<file path="config.mk">
export PLATFORM = sky130hd
export DESIGN_NAME = operand_latch_stage
export DESIGN_NICKNAME = d
export VERILOG_FILES = /design/src/rtl/operand_latch_stage_pkg.sv /design/src/rtl/operand_bypass_mux.sv /design/src/rtl/operand_latch_stage.sv
export SDC_FILE = /design/constraint.sdc
export NUM_CORES = 1
export LEC_CHECK = 0
export BUFFER_PORTS_ARGS = -buffer_cell sky130_fd_sc_hd__buf_2
export CORE_MARGIN = 2
export CORE_UTILIZATION = 55
export CTS_CLUSTER_DIAMETER = 40
export DETAILED_ROUTE_END_ITERATION = 8
export HOLD_SLACK_MARGIN = 0.05
export PLACE_DENSITY = 0.81
export REMOVE_ABC_BUFFERS = 1
export SETUP_SLACK_MARGIN = 0.15
export SYNTH_ARGS = -nofsm -noshare
export SYNTH_HDL_FRONTEND = slang
export SYNTH_SLANG_ARGS = --single-unit
</file>
<file path="constraint.sdc">
create_clock -name clock -period 2.5 [get_ports clock]
set_input_delay 0.375 -clock clock [delete_from_list [all_inputs] [get_ports clock]]
set_output_delay 0.375 -clock clock [all_outputs]
set_load 0.05 [all_outputs]
</file>
<file path="src/rtl/operand_latch_stage_pkg.sv">
// Shared definitions for the decode->execute operand latch stage.
// Latency: n/a (types and constants only).
// Backpressure: n/a.
//
// Contents: default widths, skid-buffer state encoding, and the held-entry record.
package operand_latch_stage_pkg;

  localparam int DATA_W_DEF = 32;
  localparam int ADDR_W_DEF = 5;
  localparam int INSN_W_DEF = 32;

  // Occupancy of the 2-entry skid buffer (M = main entry, S = skid entry).
  typedef enum logic [1:0] {
    ST_EMPTY = 2'b00,
    ST_ONE   = 2'b01,
    ST_FULL  = 2'b10
  } state_t;

  // One held instruction. The source indices are kept so that later
  // writebacks can be snooped into the operands.
  typedef struct packed {
    logic [INSN_W_DEF-1:0] insn;
    logic [ADDR_W_DEF-1:0] idx_a;
    logic [ADDR_W_DEF-1:0] idx_b;
    logic [DATA_W_DEF-1:0] op_a;
    logic [DATA_W_DEF-1:0] op_b;
  } entry_t;

endpackage

</file>
<file path="src/rtl/operand_bypass_mux.sv">
// Index-match-and-replace for one operand: register 0 reads as zero, a matching writeback wins, else raw.
// Latency: combinational (0 cycles).
// Backpressure: none; pure function of its inputs.
//
// Ports:
//   idx     in  ADDR_W  source register index of the operand
//   raw_dat in  DATA_W  value to use when no writeback matches (read-mux word or held operand)
//   wr_en   in  1       writeback strobe
//   wr_idx  in  ADDR_W  writeback destination index
//   wr_dat  in  DATA_W  writeback data
//   out_dat out DATA_W  resolved operand
module operand_bypass_mux #(
  parameter int DATA_W = 32,
  parameter int ADDR_W = 5
) (
  input  logic [ADDR_W-1:0] idx,
  input  logic [DATA_W-1:0] raw_dat,
  input  logic              wr_en,
  input  logic [ADDR_W-1:0] wr_idx,
  input  logic [DATA_W-1:0] wr_dat,
  output logic [DATA_W-1:0] out_dat
);

  always_comb begin
    out_dat = raw_dat;
    // Checking idx first also blocks writes to r0 from ever leaking through.
    if (idx == '0) begin
      out_dat = '0;
    end else if (wr_en && (wr_idx == idx)) begin
      out_dat = wr_dat;
    end
  end

endmodule

</file>
<file path="src/rtl/operand_latch_stage.sv">
// Decode->execute operand stage: 2-entry skid buffer holding insn + operands A/B, with writeback bypass and snoop.
// Latency: 1 cycle push -> out_valid.
// Backpressure: in_ready is registered and drops only when both entries are held; out_* stay stable while out_ready is low.
//
// Ports:
//   clock, reset                      rising-edge clock, synchronous active-high reset
//   flush                             drop all held entries and any same-cycle push
//   in_valid/in_ready, in_insn        upstream handshake and instruction word
//   ctrl_readRegA/B, data_readRegA/B  source indices and raw read-mux words
//   ctrl_writeEnable/WriteReg, data_writeReg   writeback port (bypass + snoop source)
//   out_valid/out_ready, out_insn, out_opA/B   downstream handshake and held entry M
module operand_latch_stage
  import operand_latch_stage_pkg::*;
#(
  parameter int DATA_W = DATA_W_DEF,
  parameter int ADDR_W = ADDR_W_DEF,
  parameter int INSN_W = INSN_W_DEF
) (
  input  logic              clock,
  input  logic              reset,
  input  logic              flush,
  input  logic              in_valid,
  output logic              in_ready,
  input  logic [INSN_W-1:0] in_insn,
  input  logic [ADDR_W-1:0] ctrl_readRegA,
  input  logic [ADDR_W-1:0] ctrl_readRegB,
  input  logic [DATA_W-1:0] data_readRegA,
  input  logic [DATA_W-1:0] data_readRegB,
  input  logic              ctrl_writeEnable,
  input  logic [ADDR_W-1:0] ctrl_writeReg,
  input  logic [DATA_W-1:0] data_writeReg,
  output logic              out_valid,
  input  logic              out_ready,
  output logic [INSN_W-1:0] out_insn,
  output logic [DATA_W-1:0] out_opA,
  output logic [DATA_W-1:0] out_opB
);

  state_t state_q, state_d;
  entry_t m_q, m_d;
  entry_t s_q, s_d;
  logic   in_ready_q, in_ready_d;

  logic push;
  logic pop;

  logic [DATA_W-1:0] cap_a, cap_b;
  logic [DATA_W-1:0] m_snp_a, m_snp_b, s_snp_a, s_snp_b;
  entry_t            cap_entry, m_snp, s_snp;

  assign out_valid = (state_q != ST_EMPTY);
  assign in_ready  = in_ready_q;
  assign push      = in_valid & in_ready_q;
  assign pop       = out_valid & out_ready;

  // Capture path: same-cycle writeback overrides the read-mux word.
  operand_bypass_mux #(.DATA_W(DATA_W), .ADDR_W(ADDR_W)) u_cap_a (
    .idx(ctrl_readRegA), .raw_dat(data_readRegA), .wr_en(ctrl_writeEnable),
    .wr_idx(ctrl_writeReg), .wr_dat(data_writeReg), .out_dat(cap_a)
  );
  operand_bypass_mux #(.DATA_W(DATA_W), .ADDR_W(ADDR_W)) u_cap_b (
    .idx(ctrl_readRegB), .raw_dat(data_readRegB), .wr_en(ctrl_writeEnable),
    .wr_idx(ctrl_writeReg), .wr_dat(data_writeReg), .out_dat(cap_b)
  );

  // Snoop path: held operands pick up writebacks that land after capture.
  operand_bypass_mux #(.DATA_W(DATA_W), .ADDR_W(ADDR_W)) u_snp_ma (
    .idx(m_q.idx_a), .raw_dat(m_q.op_a), .wr_en(ctrl_writeEnable),
    .wr_idx(ctrl_writeReg), .wr_dat(data_writeReg), .out_dat(m_snp_a)
  );
  operand_bypass_mux #(.DATA_W(DATA_W), .ADDR_W(ADDR_W)) u_snp_mb (
    .idx(m_q.idx_b), .raw_dat(m_q.op_b), .wr_en(ctrl_writeEnable),
    .wr_idx(ctrl_writeReg), .wr_dat(data_writeReg), .out_dat(m_snp_b)
  );
  operand_bypass_mux #(.DATA_W(DATA_W), .ADDR_W(ADDR_W)) u_snp_sa (
    .idx(s_q.idx_a), .raw_dat(s_q.op_a), .wr_en(ctrl_writeEnable),
    .wr_idx(ctrl_writeReg), .wr_dat(data_writeReg), .out_dat(s_snp_a)
  );
  operand_bypass_mux #(.DATA_W(DATA_W), .ADDR_W(ADDR_W)) u_snp_sb (
    .idx(s_q.idx_b), .raw_dat(s_q.op_b), .wr_en(ctrl_writeEnable),
    .wr_idx(ctrl_writeReg), .wr_dat(data_writeReg), .out_dat(s_snp_b)
  );

  always_comb begin
    cap_entry = '{insn: in_insn, idx_a: ctrl_readRegA, idx_b: ctrl_readRegB,
                  op_a: cap_a, op_b: cap_b};
    m_snp      = m_q;
    m_snp.op_a = m_snp_a;
    m_snp.op_b = m_snp_b;
    s_snp      = s_q;
    s_snp.op_a = s_snp_a;
    s_snp.op_b = s_snp_b;
  end

  // Next-state and entry update. Entries default to their snooped
  // versions so coherence holds in every state, including S->M moves.
  always_comb begin
    state_d = state_q;
    m_d     = m_snp;
    s_d     = s_snp;

    unique case (state_q)
      ST_EMPTY: begin
        if (push) begin
          state_d = ST_ONE;
          m_d     = cap_entry;
        end
      end
      ST_ONE: begin
        if (push && !pop) begin
          state_d = ST_FULL;
          s_d     = cap_entry;
        end else if (pop && !push) begin
          state_d = ST_EMPTY;
        end else if (push && pop) begin
          m_d = cap_entry;
        end
      end
      ST_FULL: begin
        if (pop) begin
          state_d = ST_ONE;
          m_d     = s_snp;
        end
      end
      default: state_d = ST_EMPTY;
    endcase

    // Held data is left as-is; only occupancy is discarded.
    if (flush) begin
      state_d = ST_EMPTY;
    end

    in_ready_d = (state_d != ST_FULL);
  end

  always_ff @(posedge clock) begin
    if (reset) begin
      state_q    <= ST_EMPTY;
      in_ready_q <= 1'b1;
      m_q        <= '0;
      s_q        <= '0;
    end else begin
      state_q    <= state_d;
      in_ready_q <= in_ready_d;
      m_q        <= m_d;
      s_q        <= s_d;
    end
  end

  assign out_insn = m_q.insn;
  assign out_opA  = m_q.op_a;
  assign out_opB  = m_q.op_b;

endmodule

</file>
==> results of run 1 <==
## layout make-up
class                      count  area [um2]
antenna                        2        5.00
clock buffer                  36         792
clock inverter                14         145
fill                        1599        6860
inverter                       2        7.51
multi-input combinational    728        5320
sequential                   215        4300
tap                          265         332
timing repair buffer         283        1640
## Yosys cell counts, drive strengths merged
master	n	area, um2
a21oi	48	244
a222oi	42	420
and2	1	6.26
and3	6	37.5
buf	142	1070
clkbuf	55	210
dfxtp	215	4300
inv	2	7.51
mux2	31	349
mux2i	161	1610
nand2	129	484
nand2b	2	12.5
nand3	2	10.0
nand3b	1	7.51
nor2	88	330
nor2b	3	18.8
nor3	4	20.0
nor3b	1	7.51
nor4	6	37.5
o211ai	1	7.51
o21ai	11	58.8
o221ai	55	482
o22a	40	350
o22ai	1	6.26
o32a	9	90.1
o32ai	25	219
or2	2	12.5
or3	24	150
or4	5	37.5
xnor2	6	52.6
xor2	24	210
## tightest hold or removal path: cells and delay by family
kind	cells	cell delay (ps)
buf+inv	1	100
simple gates	1	50
compound gates	1	50
## flip-flops by register name (all words and copies together), names as in the netlist
register  count
out_opB      32
s_q         106
m_q          10
out_opA      32
state_q       2
out_insn     32
in_ready      1
## worst max-delay path by stage
| stage | slack [ps] | to | start |
|---|---|---|---|
| 2_1_floorplan | -1330 | s_q[0] | in_ready |
| 3_3_place_gp | 370 | out_opB[0] | ctrl_writeReg[3] |
| 3_5_place_dp | 350 | out_opB[19] | ctrl_writeReg[4] |
| 4_1_cts | 410 | s_q[33] | s_q[69] |
| 5_1_grt | 340 | s_q[33] | s_q[69] |
| 6_report | 390 | s_q[33] | s_q[69] |
## power by group through the flow
stage	clock network [mW]	registers (mW)	logic (mW)
final	3.96	3.62	1.24
after global routing	4.17	3.63	1.33
after CTS	4.01	3.62	1.24
after detailed placement	0	3.69	1.23
after global placement	0	3.69	1.21
after floorplan	0	4.00	0.419
## metal layers
layer	vias up	routed length, um	track usage
li1	4356	-	-
met1	4414	12500	0.349
met2	420	14600	0.486
met3	53	2870	0.0748
met4	4	619	0.0889
met5	-	27	0
## cell families after synthesis
family                    Yosys count  share of synthesized area
xor gates and xnor gates           30                     0.0242
and+or+nand+nor                   274                      0.108
buffers and inverters             199                      0.119
DFF                               215                      0.396
muxes                             192                      0.180
AOI/OAI and AO/OA                 232                      0.173
## stage by stage
step / power, mW / std cells / cell area, um2
after global routing: 9.13 / 1544 / 12500
after global placement: 4.90 / 1492 / 11600
after detailed placement: 4.92 / 1492 / 11600
after floorplan: 4.42 / 945 / 9590
final: 8.82 / 1545 / 12500
after CTS: 8.87 / 1543 / 12500
==> out/summary.txt, run 1 <==
Worst-path clk slew - 50 ps
Buffers and inverters on the worst path - 0
Hold_buf cts - 1
Placer Congestion - 0.822
R2R Path End - s_q[33]
Critical path data required time - 2900 ps
Setup Buffers After CTS - 0
Worst-skew pair later-pin latency - 530 ps
Syn_area_per_cell - 9.52 um2
Final Hold Vio Count - 0
CP arrival - 2510 ps
Worst setup SP type - register
Total gr overflow - 0
# DRC - 0
Share of power burned in registers - 0.411
Pint - 6.39 mW
Unrepaired setup endpoints after global routing - no
Area added between synthesis and finish - 15.4%
H-tree depth - 1
PD cells - 703 nW/um2
Routed WL - 30600 um
Most frequent cells in the layout - 245 x buf_2, 215 x dfxtp_1, 161 x mux2i_1, 129 x nand2_1, 86 x nor2_1
Root buffer cell - clkbuf_16
GRT Util Overall - 0.284
Hold_sp - in_insn[0]
Final period util - 0.845
Clock share of power - 0.448
Initial DRT Pass Iterations - 8
Die area - 20900 um2
Net count, final - 1408
Placed wire-length estimate - 20300 um
Period minus WS final - 2110 ps
Kind of critical path - reg2reg
Worst setup EP type - register
Critical path's largest stage delay - 720 ps
Core area - 19400 um2
CP Max Fanout - 8
CTS Sinks - 215
Number of distinct library cells after synthesis - 41
Clk_skew - 16.5 ps
Port bufs - 246
Initial Util - 0.560
R2r setup slk - 390 ps
TritonCTS Buffers - 29
Outcome - finished, final reports clean
Crit-path slowest cell - o21ai_1
Most common cell after layout, fill and taps aside - buf_2
Min Hold Slack - 95.6 ps
Lkg Pwr - 4.70 nW
Largest net degree at the start of global routing - 94
Worst hold endpoint - s_q[74]
Antenna violations before repair - 4
TNS Setup - 0 ps
WP depth - 4
Max-slew headroom - 0.417
Fin util - 0.646
Worst Slack Setup Final - 388 ps
I/O Pins - 247
Avg Vias per Cell - 5.99
Rows - 51
Slew Limit Fails - 0
Sw Pwr - 2.43 mW
Die Ht - 145 um
Worst slew pin tran - 869 ps
Share of cells above drive strength 1 - 0.293
Post-synthesis sequential area ratio - 0.396
First DRT Iteration DRCs - 691
Die width - 145 um
FF+latch count, synth - 215
Yosys Warn Count - 0
CTS tree - yes
VDD IR max - 0.504 mV
Class of the worst hold path - in2reg
Cell family with most CP delay - compound AO/OA/AOI/OAI gates
Cts repair resizes - 0
Via count - 9247
Final setup viols - 0
WL per Instance - 19.8 um
Cell count of the worst reg-to-reg path - 4
Max frequency - 473 MHz
Clock buffer depth - 3
Netlist Area Pre-Place - 10900 um2
Net Sw Frac - 0.275
Post-DRT Antenna Nets - 0
First-pass GRT wire length - 46900 um
Cell-by-cell trace of the critical path - or4_1 -> o21ai_1 -> o22a_1 -> nor2_1
Max-cap violations - 0
R2r startpoint - s_q[69]
Comb pwr share - 0.141
Setup WS pre-CTS - 347 ps
Post-Syn Instances - 1142
Worst Hold Depth - 3
Vias in the first global route - 8844
No activity file was read; power rests on OpenSTA's default activity.
==> run 2, diff against run 1 <==
--- a/config.mk
+++ b/config.mk
@@ -7,11 +7,11 @@
 export LEC_CHECK = 0
 export BUFFER_PORTS_ARGS = -buffer_cell sky130_fd_sc_hd__buf_2
 export CORE_MARGIN = 2
-export CORE_UTILIZATION = 55
+export CORE_UTILIZATION = 49
 export CTS_CLUSTER_DIAMETER = 40
 export DETAILED_ROUTE_END_ITERATION = 8
 export HOLD_SLACK_MARGIN = 0.05
-export PLACE_DENSITY = 0.81
+export PLACE_DENSITY = 0.76
 export REMOVE_ABC_BUFFERS = 1
 export SETUP_SLACK_MARGIN = 0.15
 export SYNTH_ARGS = -nofsm -noshare
==> constraint.sdc (replaced) <==
create_clock -name clock -period 1.78 [get_ports clock]
set_input_delay 0.267 -clock clock [delete_from_list [all_inputs] [get_ports clock]]
set_output_delay 0.267 -clock clock [all_outputs]
set_load 0.05 [all_outputs]
==> run 2 against run 1 <==
  * The run now ends with setup timing left
  * Design area increased by 27%
  * Cell count increased by 11%
  * Via count increased by 16%
  * Worst hold slack got worse by 14 ps
  * Clock power increased by 69%
  * Non-clock buffer count increased by 144
  * First-iteration DRC count increased by 67%
  * Fmax decreased by 1.5%
  * Clock-buffer cell count increased by 9
==> out/summary.txt, run 2 (same netlist as run 1, synthesis figures left out) <==
Outcome - finished with violations
Failing checks - setup timing
Net count, final - 1557
Total gr overflow - 0
Core area - 21800 um2
CP arrival - 2490 ps
Max frequency - 466 MHz
# placed instances - 1562
Placed wire-length estimate - 20700 um
CTS tree - yes
Port bufs - 246
Most frequent cells in the layout - 244 x buf_2, 202 x dfxtp_1, 103 x mux2i_1, 98 x nand2_1, 84 x nor2_1
Crit-path slowest cell - mux2_2
Worst-path clk slew - 60 ps
Cell-by-cell trace of the critical path - xor2_1 -> nor4_2 -> and3_4 -> buf_12 -> mux2_2 -> nand2_1 -> o221ai_1
Worst setup SP type - register
Critical path data required time - 2130 ps
Pint - 10.2 mW
Fin cells - 1713
Initial Util - 0.498
TNS Setup - -18990 ps
H-tree depth - 2
PD cells - 891 nW/um2
Share of cells above drive strength 1 - 0.453
Routed WL - 41400 um
DP Area - 12200 um2
Most common cell after layout, fill and taps aside - buf_2
Final Hold Vio Count - 0
Placer Congestion - 0.832
Final period util - 1.20
First DRT Iteration DRCs - 1157
Max-cap violations - 0
I/O Pins - 247
Most flop-heavy register - s_q
Class of the worst hold path - in2reg
Initial DRT Pass Iterations - 7
Rows - 54
CTS Sinks - 215
Worst setup EP type - register
VDD IR max - 0.685 mV
Final Cell Area - 15900 um2
Slew Limit Fails - 0
Tot Pwr - 14.2 mW
Unrepaired setup endpoints after global routing - yes
Clock buffer depth - 3
CP Max Fanout - 9
Area added between synthesis and finish - 46.4%
Comb pwr share - 0.169
GRT Util Overall - 0.293
# DRC - 0
Net Sw Frac - 0.282
Root buffer cell - clkbuf_16
Lkg Pwr - 6.09 nW
Die width - 153 um
Period minus WS final - 2140 ps
Fin util - 0.729
Clock share of power - 0.471
Share of power burned in registers - 0.360
Vias in the first global route - 10.2k
Antenna violations before repair - 2
Largest net degree at the start of global routing - 68
Kind of critical path - reg2reg
Avg Vias per Cell - 6.28
Critical path's largest stage delay - 350 ps
Final setup viols - 127
Die Ht - 153 um
TritonCTS Buffers - 34
Die area - 23400 um2
First-pass GRT wire length - 55400 um
Via count - 10.8k
Worst-skew pair later-pin latency - 510 ps
Worst slew pin tran - 726 ps
Sw Pwr - 4.00 mW
Max reg flops - 106
Clk_skew - 14.7 ps
Post-DRT Antenna Nets - 0
Max-slew headroom - 0.516
WL per Instance - 24.2 um
Worst Slack Setup Final - -365 ps
run 2: routing by layer:
metal,share of wire,global-route usage,up-vias
met1,0.36,0.359,5217
met4,0.049,0.113,0
met3,0.097,0.0808,160
met5,0,0,-
met2,0.49,0.492,712
li1,-,-,4677
run 2: power groups by stage:
stage | combinational, mW | sequential (mW) | clock (mW)
2_1_floorplan | 0.589 | 5.62 | 0
3_3_place_gp | 1.83 | 5.18 | 0
3_5_place_dp | 1.86 | 5.18 | 0
4_1_cts | 2.04 | 5.09 | 6.71
5_1_grt | 2.48 | 5.11 | 6.96
6_report | 2.39 | 5.10 | 6.68
run 2: layout make-up:
| class | count | area, um2 |
|---|---|---|
| clock inverter | 15 | 148 |
| clock buffer | 45 | 1010 |
| multi-input combinational | 728 | 6530 |
| inverter | 2 | 7.51 |
| sequential | 215 | 4320 |
| tap | 280 | 350 |
| fill | 1411 | 5910 |
| timing repair buffer | 427 | 3550 |
| antenna | 1 | 2.50 |
run 2: worst max-delay path: cells and delay by family, from the launching register on:
family / cells / cell delay, ps
AND/OR/NAND/NOR: 3 / 760
AO/OA/AOI/OAI: 1 / 190
XOR/XNOR: 1 / 170
flip-flops: 1 / 340
multiplexers: 1 / 350
buffers and inverters: 1 / 180
run 2: repair_timing:
action	in CTS	in global routing
setup endpoints to repair	131	207
endpoints found under the hold margin	63	0
buffers inserted	18	14
pin swaps	40	59
hold buffers	37	0
resized for setup	92	213
cloned	9	12
run 2: worst paths after layout:
kind	to	slack, ps	from	cells after the start
setup / recovery	out_opB[22]	-360	m_q[65]	7
hold / removal	out_opA[31]	80	data_readRegA[31]	3
setup reg to reg	out_opB[22]	-360	m_q[65]	7
hold reg to reg	s_q[87]	460	s_q[87]	2
run 2: through the flow:
step	hold WS, ps	setup WS [ps]
2_1_floorplan	336	-2050
3_3_place_gp	442	-293
3_5_place_dp	449	-328
4_1_cts	67.5	-162
5_1_grt	81.4	-415
6_report	81.6	-365
==> run 3, diff against run 2 <==
--- a/config.mk
+++ b/config.mk
@@ -7,13 +7,14 @@
 export LEC_CHECK = 0
 export BUFFER_PORTS_ARGS = -buffer_cell sky130_fd_sc_hd__buf_2
 export CORE_MARGIN = 2
-export CORE_UTILIZATION = 49
+export CORE_UTILIZATION = 42
 export CTS_CLUSTER_DIAMETER = 40
 export DETAILED_ROUTE_END_ITERATION = 8
 export HOLD_SLACK_MARGIN = 0.05
-export PLACE_DENSITY = 0.76
+export PLACE_DENSITY = 0.67
 export REMOVE_ABC_BUFFERS = 1
 export SETUP_SLACK_MARGIN = 0.15
+export SKIP_CTS_REPAIR_TIMING = 1
 export SYNTH_ARGS = -nofsm -noshare
 export SYNTH_HDL_FRONTEND = slang
 export SYNTH_SLANG_ARGS = --single-unit
==> run 3 against run 2 <==
  * The run still ends with setup timing left
  * Die area up 16%
  * Combinational power down 13%
  * Critical path depth unchanged
  * Critical endpoint is now out_opA[9]
  * Highest routed layer is now met5
==> out/summary.txt, run 3 (same netlist as run 1, synthesis figures left out) <==
Worst-skew pair later-pin latency - 500 ps
Placed wire-length estimate - 21500 um
Most frequent cells in the layout - 244 x buf_2, 208 x dfxtp_1, 122 x nand2_1, 120 x mux2i_1, 85 x nor2_1
CTS tree - yes
Max-slew headroom - 0.667
Routed WL - 33600 um
WL per Instance - 19.6 um
PD cells - 975 nW/um2
Slew Limit Fails - 0
Max frequency - 522 MHz
Fin cells - 1714
R2r setup slk - -130 ps
Worst setup SP type - register
Total gr overflow - 0
Via count - 9705
H-tree depth - 2
Final setup viols - 111
Clk_skew - 12.4 ps
Final Hold Vio Count - 0
Net count, final - 1507
Port bufs - 246
Core area - 25300 um2
Placer Congestion - 0.822
I/O Pins - 247
Most flop-heavy register - s_q
Initial Util - 0.429
Worst Slack Setup Final - -134 ps
Crit-path slowest cell - or3_4
Min Hold Slack - 71.0 ps
Most common cell after layout, fill and taps aside - buf_2
Area added between synthesis and finish - 34.5%
GRT Util Overall - 0.231
TritonCTS Buffers - 36
TNS Setup - -7530 ps
Worst setup EP type - register
Setup WS pre-CTS - -269 ps
Die width - 165 um
Final period util - 1.08
CP arrival - 2330 ps
Largest net degree at the start of global routing - 84
Buffers and inverters on the worst path - 1
Failing checks - setup timing
CP Max Fanout - 7
Period minus WS final - 1910 ps
Max reg flops - 106
# placed instances - 1609
Max-cap violations - 0
Class of the worst hold path - in2reg
Die Ht - 165 um
Post-DRT Antenna Nets - 0
Worst slew pin tran - 500 ps
Critical path data required time - 2200 ps
Worst-path clk slew - 50 ps
Root buffer cell - clkbuf_16
Cell family with most CP delay - simple AND/OR/NAND/NOR gates
Die area - 27200 um2
Clock buffer depth - 3
Cell-by-cell trace of the critical path - xor2_1 -> nor4_1 -> and3_4 -> clkbuf_16 -> mux2i_4 -> or3_4 -> o221ai_2
VDD IR max - 0.811 mV
Share of cells above drive strength 1 - 0.381
Outcome - finished with violations
Critical path's largest stage delay - 390 ps
# DRC - 0
Vias in the first global route - 9065
Antenna violations before repair - 5
Lkg Pwr - 5.54 nW
Kind of critical path - reg2reg
CTS Sinks - 215
Initial DRT Pass Iterations - 6
Rows - 58
Avg Vias per Cell - 5.66
First DRT Iteration DRCs - 857
First-pass GRT wire length - 49600 um
Unrepaired setup endpoints after global routing - yes
run 3: worst paths after layout:
| check | depth (start not counted) | to | from |
|---|---|---|---|
| setup / recovery | 7 | out_opA[9] | s_q[70] |
| hold / removal | 3 | s_q[71] | ctrl_readRegA[2] |
| setup reg to reg | 7 | out_opA[9] | s_q[70] |
| hold reg to reg | 2 | s_q[76] | s_q[76] |
run 3: report_power, final:
part / internal, mW / switching (mW) / total (mW)
clock: 4.63 / 2.45 / 7.08
sequential: 4.99 / 0.104 / 5.10
combinational: 0.782 / 1.29 / 2.08
total: 10.4 / 3.84 / 14.3
run 3: stage by stage:
stage,power [mW],cell area (um2),utilization
global route,14.7,14600,0.577
CTS,14.2,13500,0.534
floorplan,6.21,9590,-
global placement,7.05,12300,0.486
finish,14.3,14600,0.577
detailed placement,7.07,12300,0.486
run 3: final cells by class:
class                      count  area, um2
inverter                       2       7.51
sequential                   215       4320
tap                          330        413
clock inverter                18        220
fill                        2134      10700
clock buffer                  44       1010
antenna                        2       5.00
timing repair buffer         375       2720
multi-input combinational    728       5920
run 3: worst register-to-register path, delay by kind of cell, from the launching register on:
family | cells | cell delay [ps]
mux | 1 | 80
buf+inv | 1 | 230
flops | 1 | 320
xor+xnor | 1 | 150
simple gates | 3 | 1000
compound gates | 1 | 60
run 3: per-layer routing:
layer | vias up | part of all wire | wire length (um) | GRT usage
li1 | 4575 | - | - | -
met1 | 4624 | 0.43 | 14300 | 0.293
met2 | 442 | 0.47 | 15800 | 0.378
met3 | 60 | 0.085 | 2870 | 0.0726
met4 | 4 | 0.018 | 618 | 0.0664
met5 | - | 0.00080 | 27 | 0
